$ cat src/rtl/multicycle_control_fsm_if.sv
// Control bundle between the multicycle RV32I controller and its datapath.
// Ports: op/funct3/funct7b5/zero flow datapath->controller; PC/IR/memory/ALU/regfile
//        steering and dbg_state flow controller->datapath. master = controller side.
interface multicycle_control_fsm_if #(
  parameter int STATE_W = 4
);
  logic [6:0]         op;
  logic [2:0]         funct3;
  logic               funct7b5;
  logic               zero;
  logic               pc_write;
  logic               adr_src;
  logic               mem_write;
  logic               ir_write;
  logic [1:0]         result_src;
  logic [1:0]         alu_src_a;
  logic [1:0]         alu_src_b;
  logic [2:0]         alu_control;
  logic [1:0]         imm_src;
  logic               reg_write;
  logic [STATE_W-1:0] dbg_state;

  modport master (
    input  op, funct3, funct7b5, zero,
    output pc_write, adr_src, mem_write, ir_write, result_src,
           alu_src_a, alu_src_b, alu_control, imm_src, reg_write, dbg_state
  );

  modport slave (
    output op, funct3, funct7b5, zero,
    input  pc_write, adr_src, mem_write, ir_write, result_src,
           alu_src_a, alu_src_b, alu_control, imm_src, reg_write, dbg_state
  );
endinterface

$ cat src/rtl/multicycle_control_fsm.sv
// Main Moore controller of the multicycle RV32I core: sequences fetch/decode/
// execute/memory/writeback, decodes ALU operation and immediate type.
// Ports: clk, reset (sync, active-high), bus (master modport: instruction fields
//        and zero flag in; PC/IR/mem/ALU/regfile steering and dbg_state out).
module multicycle_control_fsm #(
  parameter int STATE_W = 4
) (
  input  logic                     clk,
  input  logic                     reset,
  multicycle_control_fsm_if.master bus
);

  typedef enum logic [STATE_W-1:0] {
    S_FETCH    = 'd0,
    S_DECODE   = 'd1,
    S_MEMADR   = 'd2,
    S_MEMREAD  = 'd3,
    S_MEMWB    = 'd4,
    S_MEMWRITE = 'd5,
    S_EXECR    = 'd6,
    S_ALUWB    = 'd7,
    S_EXECI    = 'd8,
    S_JAL      = 'd9,
    S_BEQ      = 'd10
  } state_t;

  localparam logic [6:0] OP_LW    = 7'b0000011;
  localparam logic [6:0] OP_SW    = 7'b0100011;
  localparam logic [6:0] OP_RTYPE = 7'b0110011;
  localparam logic [6:0] OP_ITYPE = 7'b0010011;
  localparam logic [6:0] OP_JAL   = 7'b1101111;
  localparam logic [6:0] OP_BR    = 7'b1100011;

  state_t     r_state;
  state_t     w_next;
  logic       w_pc_update;
  logic       w_branch;
  logic [1:0] w_aluop;
  logic       w_adr_src;
  logic       w_mem_write;
  logic       w_ir_write;
  logic       w_reg_write;
  logic [1:0] w_result_src;
  logic [1:0] w_alu_src_a;
  logic [1:0] w_alu_src_b;
  logic       w_pc_write;
  logic [2:0] w_alu_control;
  logic [1:0] w_imm_src;

  always_ff @(posedge clk) begin
    if (reset) r_state <= S_FETCH;
    else       r_state <= w_next;
  end

  // Next state plus per-state control decode.
  always_comb begin
    w_next       = S_FETCH;
    w_pc_update  = 1'b0;
    w_branch     = 1'b0;
    w_aluop      = 2'b00;
    w_adr_src    = 1'b0;
    w_mem_write  = 1'b0;
    w_ir_write   = 1'b0;
    w_reg_write  = 1'b0;
    w_result_src = 2'b00;
    w_alu_src_a  = 2'b00;
    w_alu_src_b  = 2'b00;
    unique case (r_state)
      S_FETCH: begin
        w_next       = S_DECODE;
        w_ir_write   = 1'b1;
        w_alu_src_b  = 2'b10;
        w_result_src = 2'b10;
        w_pc_update  = 1'b1;
      end
      S_DECODE: begin
        // Branch target is computed here speculatively into ALUOut.
        w_alu_src_a = 2'b01;
        w_alu_src_b = 2'b01;
        case (bus.op)
          OP_LW, OP_SW: w_next = S_MEMADR;
          OP_RTYPE:     w_next = S_EXECR;
          OP_ITYPE:     w_next = S_EXECI;
          OP_JAL:       w_next = S_JAL;
          OP_BR:        w_next = S_BEQ;
          default:      w_next = S_FETCH;
        endcase
      end
      S_MEMADR: begin
        w_alu_src_a = 2'b10;
        w_alu_src_b = 2'b01;
        w_next      = bus.op[5] ? S_MEMWRITE : S_MEMREAD;
      end
      S_MEMREAD: begin
        w_next    = S_MEMWB;
        w_adr_src = 1'b1;
      end
      S_MEMWB: begin
        // Address held on ALUOut through writeback so the load address never glitches.
        w_next       = S_FETCH;
        w_adr_src    = 1'b1;
        w_result_src = 2'b01;
        w_reg_write  = 1'b1;
      end
      S_MEMWRITE: begin
        w_next      = S_FETCH;
        w_adr_src   = 1'b1;
        w_mem_write = 1'b1;
      end
      S_EXECR: begin
        w_next      = S_ALUWB;
        w_alu_src_a = 2'b10;
        w_aluop     = 2'b10;
      end
      S_EXECI: begin
        w_next      = S_ALUWB;
        w_alu_src_a = 2'b10;
        w_alu_src_b = 2'b01;
        w_aluop     = 2'b10;
      end
      S_ALUWB: begin
        w_next      = S_FETCH;
        w_reg_write = 1'b1;
      end
      S_JAL: begin
        w_next      = S_ALUWB;
        w_alu_src_a = 2'b01;
        w_alu_src_b = 2'b10;
        w_pc_update = 1'b1;
      end
      S_BEQ: begin
        w_next      = S_FETCH;
        w_alu_src_a = 2'b10;
        w_aluop     = 2'b01;
        w_branch    = 1'b1;
      end
      default: w_next = S_FETCH;
    endcase

    // Reset forces FETCH steering with every write strobe suppressed.
    if (reset) begin
      w_pc_update  = 1'b0;
      w_branch     = 1'b0;
      w_aluop      = 2'b00;
      w_adr_src    = 1'b0;
      w_mem_write  = 1'b0;
      w_ir_write   = 1'b0;
      w_reg_write  = 1'b0;
      w_result_src = 2'b10;
      w_alu_src_a  = 2'b00;
      w_alu_src_b  = 2'b10;
    end
  end

  // funct3[0] flips the branch sense: beq takes on zero, bne on non-zero.
  assign w_pc_write = w_pc_update | (w_branch & (bus.zero ^ bus.funct3[0]));

  always_comb begin
    w_alu_control = 3'b000;
    case (w_aluop)
      2'b00: w_alu_control = 3'b000;
      2'b01: w_alu_control = 3'b001;
      2'b10: begin
        case (bus.funct3)
          3'b000:  w_alu_control = (bus.op[5] & bus.funct7b5) ? 3'b001 : 3'b000;
          3'b010:  w_alu_control = 3'b101;
          3'b110:  w_alu_control = 3'b011;
          3'b111:  w_alu_control = 3'b010;
          default: w_alu_control = 3'b000;
        endcase
      end
      default: w_alu_control = 3'b000;
    endcase
  end

  always_comb begin
    w_imm_src = 2'b00;
    case (bus.op)
      OP_SW:   w_imm_src = 2'b01;
      OP_BR:   w_imm_src = 2'b10;
      OP_JAL:  w_imm_src = 2'b11;
      default: w_imm_src = 2'b00;
    endcase
  end

  assign bus.pc_write    = w_pc_write;
  assign bus.adr_src     = w_adr_src;
  assign bus.mem_write   = w_mem_write;
  assign bus.ir_write    = w_ir_write;
  assign bus.result_src  = w_result_src;
  assign bus.alu_src_a   = w_alu_src_a;
  assign bus.alu_src_b   = w_alu_src_b;
  assign bus.alu_control = w_alu_control;
  assign bus.imm_src     = w_imm_src;
  assign bus.reg_write   = w_reg_write;
  assign bus.dbg_state   = r_state;

endmodule
$ cat src/flat_wrapper.sv
// flat-port wrapper written by rule: the top's interface ports become plain ports
module multicycle_control_fsm_flat 
#(
  parameter int STATE_W = 4
)
  (clk, reset, bus_op, bus_funct3, bus_funct7b5, bus_zero, bus_pc_write, bus_adr_src, bus_mem_write, bus_ir_write, bus_result_src, bus_alu_src_a, bus_alu_src_b, bus_alu_control, bus_imm_src, bus_reg_write, bus_dbg_state);
  multicycle_control_fsm_if #(.STATE_W(STATE_W)) bus_i ();
  input  logic clk;
  input  logic reset;
  input wire logic [$bits(bus_i.op)-1:0] bus_op;
  input wire logic [$bits(bus_i.funct3)-1:0] bus_funct3;
  input wire logic [$bits(bus_i.funct7b5)-1:0] bus_funct7b5;
  input wire logic [$bits(bus_i.zero)-1:0] bus_zero;
  output wire logic [$bits(bus_i.pc_write)-1:0] bus_pc_write;
  output wire logic [$bits(bus_i.adr_src)-1:0] bus_adr_src;
  output wire logic [$bits(bus_i.mem_write)-1:0] bus_mem_write;
  output wire logic [$bits(bus_i.ir_write)-1:0] bus_ir_write;
  output wire logic [$bits(bus_i.result_src)-1:0] bus_result_src;
  output wire logic [$bits(bus_i.alu_src_a)-1:0] bus_alu_src_a;
  output wire logic [$bits(bus_i.alu_src_b)-1:0] bus_alu_src_b;
  output wire logic [$bits(bus_i.alu_control)-1:0] bus_alu_control;
  output wire logic [$bits(bus_i.imm_src)-1:0] bus_imm_src;
  output wire logic [$bits(bus_i.reg_write)-1:0] bus_reg_write;
  output wire logic [$bits(bus_i.dbg_state)-1:0] bus_dbg_state;
  assign bus_i.op = bus_op;
  assign bus_i.funct3 = bus_funct3;
  assign bus_i.funct7b5 = bus_funct7b5;
  assign bus_i.zero = bus_zero;
  assign bus_pc_write = bus_i.pc_write;
  assign bus_adr_src = bus_i.adr_src;
  assign bus_mem_write = bus_i.mem_write;
  assign bus_ir_write = bus_i.ir_write;
  assign bus_result_src = bus_i.result_src;
  assign bus_alu_src_a = bus_i.alu_src_a;
  assign bus_alu_src_b = bus_i.alu_src_b;
  assign bus_alu_control = bus_i.alu_control;
  assign bus_imm_src = bus_i.imm_src;
  assign bus_reg_write = bus_i.reg_write;
  assign bus_dbg_state = bus_i.dbg_state;
  multicycle_control_fsm #(.STATE_W(STATE_W)) u_core (.clk(clk), .reset(reset), .bus(bus_i));
endmodule
$ cat config.mk
export PLATFORM = sky130hd
export DESIGN_NAME = multicycle_control_fsm_flat
export DESIGN_NICKNAME = d
export VERILOG_FILES = /design/src/rtl/multicycle_control_fsm_if.sv /design/src/rtl/multicycle_control_fsm.sv /design/src/flat_wrapper.sv
export SDC_FILE = /design/constraint.sdc
export NUM_CORES = 1
export LEC_CHECK = 0
export ABC_AREA = 1
export CAP_MARGIN = 0
export CORE_MARGIN = 4
export CORE_UTILIZATION = 32
export DETAILED_ROUTE_END_ITERATION = 10
export GPL_TIMING_DRIVEN = 0
export HOLD_SLACK_MARGIN = 0.08
export PLACE_DENSITY = 0.84
export SKIP_CTS_REPAIR_TIMING = 1
export SYNTH_ARGS = -nofsm -noshare
export SYNTH_HDL_FRONTEND = slang
export SYNTH_SLANG_ARGS = --single-unit
export TNS_END_PERCENT = 20
$ cat constraint.sdc
create_clock -name clk -period 1.4 [get_ports clk]
set_input_delay 0.14 -clock clk [delete_from_list [all_inputs] [get_ports clk]]
set_output_delay 0.14 -clock clk [all_outputs]
set_load 0.005 [all_outputs]
Word-level counts from Yosys, hierarchy flattened. Index checks and enable logic that the tools add are counted.

Equality and inequality tests: 21. Multiplexer cells: 27. Reduce and logical (&&, ||, !) cells: 11. Bitwise gates (word level): 4.

Operators by type and width (count): $pmux 4 s5 (2); $eq 4x3->1 const B (4); $pmux 2 s2 (4); $eq 7x6->1 const B (2); $eq 7x7->1 const B (2); $mux 1 (13); $eq 4x4->1 const B (3); $pmux 3 s4 (1); $reduce_or 2->1 (5); $reduce_or 3->1 (3); $eq 4x2->1 const B (2); $mux 2 (4); $eq 7x2->1 const B (1); $eq 7x5->1 const B (1); $eq 3x3->1 const B (2); $pmux 2 s3 (1); $pmux 3 s2 (1); $eq 4x1->1 const B (1); $logic_not 4->1 (1); $reduce_or 4->1 (1); $eq 3x2->1 const B (1); $logic_not 3->1 (1); $mux 3 (1); $and 1x1->1 (2); other kinds (4) (4).

Bits in registers: 4. Logic and storage cells: 64. Bits of input ports: 14.

Logic depth before layout (Yosys ltp). Gate-level depths: netlist of run 1.

Depth in word-level cells: 6. Depth in mapped cells: 11. Mapped depth without buffers: 11.

Worst setup path after synthesis of run 1. OpenSTA, ideal clock, no wires.

Path kind: reg-to-output. Start: reg u_core.r_state[3] (netlist: u_core.bus.dbg_state[3]). End: out bus_alu_control[2]. Buffers on the path: 0. Arrival: 1.535 ns. Stages on the path, launching flop included: 11. Required time: 1.260 ns. Slack: -0.275 ns. Cells stage by stage: dfxtp_1 inv_2 nor2_1 nand2_1 and2_4 nor2_4 inv_2 ha_1 inv_1 nand2_1 nor4_1.

Longest elaborated chain between the ends: 6. Elaborated cells between the ends (all ways): 9. Those cells by class: 5 x eq/ne; 3 x mux; 1 x reduce/logical.

RTL lines: start, declared (line multicycle_control_fsm.sv:34) `state_t r_state;`; start signal, assigned (line multicycle_control_fsm.sv:52) `else r_state <= w_next;`; $eq 4x3->1 or $eq 4x4->1 (tied branches) (line multicycle_control_fsm.sv:68) `unique case (r_state)`; $reduce_or 2->1 (no line); $pmux 2 s2 (*) (line multicycle_control_fsm.sv:68); $mux 2 (*) (line multicycle_control_fsm.sv:141) `if (reset) begin`; $eq 2x2->1 or $eq 2x1->1 (tied branches) (line multicycle_control_fsm.sv:160) `case (w_aluop)`; $pmux 3 s2 (*) (line multicycle_control_fsm.sv:160); end, declared (line flat_wrapper.sv:21) `output wire logic [$bits(bus_i.alu_control)-1:0] bus_alu_control;`.

Every way passes the cells marked *; elsewhere a longest branch is shown, timed or not.

Worst setup path after layout of run 1.
Start: reg u_core.r_state[2] (netlist: u_core.bus.dbg_state[2]). End: out bus_alu_control[2].

The elaborated chain is that of the path after synthesis.

==> results of run 1 <==
worst min path at each step:
stage                        startpoint                            endpoint  slack, ns
after floorplan           bus_funct3[0]                  bus_alu_control[2]       0.30
after global placement            reset  u_core.bus.dbg_state[1]$_SDFF_PP0_       0.41
after detailed placement          reset  u_core.bus.dbg_state[1]$_SDFF_PP0_       0.41
after CTS                         reset  u_core.bus.dbg_state[1]$_SDFF_PP0_       0.18
after global routing              reset  u_core.bus.dbg_state[1]$_SDFF_PP0_       0.18
final                             reset  u_core.bus.dbg_state[1]$_SDFF_PP0_       0.18
final cells by class:
type	count	area (um^2)
fillers	144	559
multi-input cells	82	445
repair buffers	36	323
flip-flops and latches	4	95.1
inverters	21	86.3
clock buffers	3	22.5
well taps	16	20.0
plain buffers	1	7.51
critical path, delay by kind of cell (launching register included):
family        cells  cell delay [ns]
fa+ha+maj         1             0.23
buf+inv           4             0.32
flops             1             0.38
simple gates      6             0.67
Yosys cell counts:
master | instances | share of area (%)
nand2_1 | 30 | 21
nor2_1 | 27 | 19
inv_1 | 18 | 12
nand3_1 | 5 | 4.6
o21ai_0 | 5 | 4.6
a21oi_1 | 4 | 3.7
dfxtp_1 | 4 | 15
inv_2 | 3 | 2.1
ha_1 | 2 | 4.6
a31oi_1 | 1 | 1.2
and2_4 | 1 | 1.6
buf_4 | 1 | 1.4
nand4_1 | 1 | 1.2
nor2_2 | 1 | 1.2
nor2_4 | 1 | 2.1
nor3_1 | 1 | 0.92
nor4_1 | 1 | 1.2
o2bb2ai_1 | 1 | 1.6
xor2_1 | 1 | 1.6
power groups by stage:
stage                     sequential [uW]  combinational [uW]  clock, uW
after global placement                122                 136          0
after detailed placement              123                 139          0
after global routing                  119                 155        151
after CTS                             121                 139        137
after floorplan                       122                57.8          0
final                                 119                 142        131
per-layer routing:
metal  vias up  track usage (%)  routed length (um)
met5         -                0                   0
met4         0             3.79                   0
met3         0             1.83                 159
met2        38             23.0                1020
met1       361             15.9                 725
li1        413                -                   -
cells by family (layout without fill, tap and decap cells):
group           Yosys count  count (layout)
flops                     4               4
fa+ha+maj                 2               2
simple gates             68              68
compound gates           11              11
xor+xnor                  1               1
buf+inv                  22              61
per-stage QoR:
step	util [%]	power (uW)	instances	TNS, ns
after floorplan	-	180	108	-0.630
after global placement	57.1	259	156	-4.38
after detailed placement	57.1	261	156	-4.56
after CTS	58.5	397	159	-7.97
after global routing	64.1	426	163	-4.79
final	64.1	392	163	-3.62
==> flow_summary_export.csv, run 1 <==
group,metric,value,unit
status,status,"finished with violations",
status,violations,"negative setup slack",
floorplan,ioPinCount,34,
floorplan,initial_core_util,34.8,%
final_layout,final_common_cell,"nand2_1",
power,ir_drop,0.000436,V
yosys,synth_seq_cells,4,
grt,grt_max_degree,11,
floorplan,fp.dieArea,2420,um^2
timing,finClkSkew,0.000749,ns
timing,slew_headroom,77.0,%
final_layout,syn_to_final_growth,84.1,%
yosys,synth-compound-area-share,11.1,%
timing,final.setup.worst_slack,-0.570,ns
run,drv_cap,0,
yosys,synth_top_family_by_area,"simple AND/OR/NAND/NOR gates",
final_layout,diodes,0,
critical_path,worstSetupStartpoint,"u_core.bus.dbg_state[2]$_SDFF_PP0_",
final_layout,nets,165,
grt,antenna_found_initial,0,
critical_path,critPathMaxStageDelay,0.38,ns
critical_path,rr_worst_depth,6,
timing,worst_pin_slew,0.342,ns
timing,clock.fmax,508,MHz
yosys,synth_cell_types,19,
power,clkPwrFrac,33.4,%
timing,setup_viol,11,
timing,hold_ws,0.176,ns
yosys,synthesis.nets,124,
placement,port_buffers,32,
detailed_routing,finalWirelength,1900,um
placement,place_ws,-0.857,ns
critical_path,cp_slowest_cell,"dfxtp_4",
final_layout,largest_register_ff_count,4,
yosys,synth_cells,108,
timing,hold_violations,0,
placement,hpwlAfterDp,1360,um
grt,grt_first_pass_wirelength,2640,um
critical_path,r2r_slack,0.18,ns
power,comb_power_share,36.3,%
detailed_routing,drt_iter0_drc,21,
timing,drv_slew,0,
yosys,syn-cell-area,543,um^2
placement,gp_congestion,0.845,
critical_path,arrival,1.83,ns
detailed_routing,vias,812,
cts,cts_root_buf,"clkbuf_4",
critical_path,crit_path_start_kind,"register",
power,p_seq_share,30.3,%
timing,rsz0062_at_grt,"true",
power,p_int,282,uW
placement,dpl_cell_area,890,um^2
critical_path,end_kind,"primary output",
detailed_routing,drcViolationCount,0,
worst_hold_path,hold_path_depth,2,
critical_path,crit_chain,"inv_4 > nor2_4 > nand2_2 > and2_4 > nor2_4 > inv_2 > ha_4 > inv_2 > nand2_2 > nor4_2 > buf_2",
detailed_routing,via_per_inst,4.98,
cts,cts_buffers,3,
cts,clkSinkCount,4,
power,p_sw_share,28.2,%
cts,ctsLongestPathBuffers,2,
detailed_routing,wl_per_cell,11.7,um
critical_path,worst_setup_path_endpoint,"bus_alu_control[2]",
power,p_leak,0.000508,uW
final_layout,final_cell_mix,"nand2_1, nor2_1, clkdlybuf4s50_1, inv_1",
yosys,synthAdderAreaFrac,4.61,%
power,power_density,393,nW/um^2
grt,grt_overflow,0,
floorplan,core-area,1560,um^2
critical_path,crit_fanout,4,
floorplan,die_w,49.2,um
power,switchingPower,111,uW
grt,grt_usage,12.9,%
cts,clk_latency,0.22,ns
yosys,syn_avg_cell_area,5.03,um^2
detailed_routing,first_pass_iters,5,
grt,grt_pass1_vias,660,
critical_path,path_class,"reg -> out",
detailed_routing,antenna_left,0,
critical_path,r2r-start,"u_core.bus.dbg_state[0]$_SDFF_PP0_",
yosys,ys_seq_area_share,14.7,%
floorplan,row_count,14,
yosys,yosys.area_share.simple,52.1,%
critical_path,reg2reg_to,"u_core.bus.dbg_state[2]$_SDFF_PP0_",
floorplan,die_h,49.2,um
yosys,synth_xor_area_share,1.61,%
worst_hold_path,hold_class,"in -> reg",
final_layout,drive_gt1_share,27.9,%
final_layout,fin_area,1000,um^2
cts,htree_levels,1,
cts,clk_pin_slew,0.03,ns
timing,finalCriticalPeriod,1.97,ns
yosys,synth.area.mux_share,0,%
critical_path,crit_required,1.26,ns
yosys,yosys_warnings,0,
cts,cts_tree,"yes",
timing,period_share,141,%
Note: power is estimated with default switching activity, not from simulation.
==> inputs of run 2 (changes only) <==
--- a/config.mk
+++ b/config.mk
@@ -7,12 +7,12 @@
 export LEC_CHECK = 0
 export ABC_AREA = 1
 export CAP_MARGIN = 0
-export CORE_MARGIN = 4
 export CORE_UTILIZATION = 32
 export DETAILED_ROUTE_END_ITERATION = 10
 export GPL_TIMING_DRIVEN = 0
 export HOLD_SLACK_MARGIN = 0.08
 export PLACE_DENSITY = 0.84
+export RECOVER_POWER = 50
 export SKIP_CTS_REPAIR_TIMING = 1
 export SYNTH_ARGS = -nofsm -noshare
 export SYNTH_HDL_FRONTEND = slang
==> flow_summary_export.csv, run 2 (same netlist as run 1, synthesis figures left out) <==
group,metric,value,unit
timing,fin_setup_tns,-5.22,ns
final_layout,diodes,0,
critical_path,rr_worst_depth,7,
timing,final.setup.worst_slack,-0.682,ns
grt,grt_overflow,0,
grt,grt_pass1_vias,688,
timing,hold_ws,0.168,ns
floorplan,row_count,14,
critical_path,reg2reg_to,"u_core.bus.dbg_state[1]$_SDFF_PP0_",
timing,period_share,149,%
grt,grt_max_degree,11,
detailed_routing,via_per_inst,5.16,
run,drv_cap,0,
grt,grt_first_pass_wirelength,2620,um
final_layout,nets,171,
status,status,"finished with violations",
timing,hold_violations,0,
placement,port_buffers,32,
cts,clkSinkCount,4,
detailed_routing,antenna_left,0,
power,ir_drop,0.000398,V
critical_path,end_kind,"primary output",
worst_hold_path,hold_class,"in -> reg",
placement,hpwlAfterDp,1330,um
timing,finClkSkew,0.000675,ns
detailed_routing,wl_per_cell,12.9,um
status,violations,"negative setup slack",
power,power_density,378,nW/um^2
final_layout,regArea,95.1,um^2
timing,slew_headroom,77.6,%
power,p_leak,0.000618,uW
grt,grt_usage,18.3,%
timing,rsz0062_at_grt,"true",
timing,finalCriticalPeriod,2.08,ns
final_layout,final_cell_mix,"nand2_1, clkdlybuf4s50_1, nor2_1, inv_1, buf_4",
cts,clk_latency,0.23,ns
critical_path,crit_required,1.26,ns
timing,drv_slew,0,
placement,dpl_cell_area,890,um^2
critical_path,crit_fanout,3,
floorplan,die_h,43.2,um
floorplan,core-area,1540,um^2
final_layout,fin_area,1090,um^2
critical_path,arrival,1.94,ns
final_layout,multi_input_area,465,um^2
worst_hold_path,worstHoldEndpoint,"u_core.bus.dbg_state[2]$_SDFF_PP0_",
cts,cts_tree,"yes",
timing,clock.fmax,480,MHz
grt,antenna_found_initial,0,
placement,gp_congestion,0.883,
final_layout,largest_register_ff_count,4,
detailed_routing,finalWirelength,2190,um
floorplan,ioPinCount,34,
cts,ctsLongestPathBuffers,2,
cts,htree_levels,1,
detailed_routing,drcViolationCount,0,
critical_path,r2r-start,"u_core.bus.dbg_state[0]$_SDFF_PP0_",
cts,cts_buffers,3,
timing,worst_pin_slew,0.332,ns
critical_path,path_class,"reg -> out",
cts,cts_root_buf,"clkbuf_4",
floorplan,initial_core_util,35.2,%
detailed_routing,first_pass_iters,4,
final_layout,final_common_cell,"nand2_1",
cts,clk_pin_slew,0.04,ns
worst_hold_path,min_from,"reset",
power,power,413,uW
worst_hold_path,hold_path_depth,2,
detailed_routing,drt_iter0_drc,32,
critical_path,r2r_slack,0.15,ns
final_layout,postLayoutCoreUtil,70.9,%
final_layout,syn_to_final_growth,101,%
critical_path,crit_path_start_kind,"register",
detailed_routing,vias,872,
final_layout,drive_gt1_share,30.7,%
floorplan,die_w,43.2,um
floorplan,fp.dieArea,1870,um^2
timing,setup_viol,13,
final_layout,fill_cells,114,
run 2: per-layer routing:
| layer | global-route usage [%] | vias to the layer above | part of all wire, % |
|---|---|---|---|
| met3 | 5.11 | 8 | 7.7 |
| met2 | 31.0 | 48 | 54 |
| met4 | 7.88 | 0 | 3.3 |
| li1 | - | 423 | - |
| met1 | 21.0 | 393 | 35 |
| met5 | 0 | - | 0 |
run 2: how the worst max path moves through the flow:
stage / start / endpoint
6_report: u_core.bus.dbg_state[2]$_SDFF_PP0_ / bus_alu_control[0]
5_1_grt: u_core.bus.dbg_state[2]$_SDFF_PP0_ / bus_alu_control[2]
4_1_cts: u_core.bus.dbg_state[2]$_SDFF_PP0_ / bus_alu_control[2]
3_5_place_dp: u_core.bus.dbg_state[2]$_SDFF_PP0_ / bus_alu_control[2]
3_3_place_gp: u_core.bus.dbg_state[3]$_SDFF_PP0_ / bus_alu_control[2]
2_1_floorplan: u_core.bus.dbg_state[3]$_SDFF_PP0_ / bus_alu_control[0]
run 2: cell type report:
| type | instances | share of cell area [%] |
|---|---|---|
| sequential | 4 | 8.71 |
| inverter | 21 | 8.13 |
| tap | 16 | 1.83 |
| buffer | 1 | 0.687 |
| clock buffer | 3 | 2.06 |
| timing repair buffer | 42 | 36.0 |
| multi-input combinational | 82 | 42.6 |
run 2: report_power, final:
| part | internal [uW] | switching [uW] |
|---|---|---|
| combinational | 81.1 | 76.6 |
| clock | 95.6 | 42.0 |
| sequential | 112 | 5.59 |
run 2: through the flow:
stage / setup WS (ns) / std cells
6_report: -0.682 / 169
5_1_grt: -0.734 / 169
2_1_floorplan: -0.231 / 108
3_3_place_gp: -0.830 / 156
4_1_cts: -1.17 / 159
3_5_place_dp: -0.906 / 156
run 2: critical path, stage by stage, from the launching register on:
cell and delay (ns):
dfxtp_4 0.38, inv_4 0.05, nor2_4 0.14, nand2_2 0.09, and2_4 0.17, nor2_4 0.12
inv_2 0.06, ha_4 0.22, inv_4 0.07, nand2_4 0.06, buf_4 0.13, o2bb2ai_2 0.10
clkbuf_2 0.12
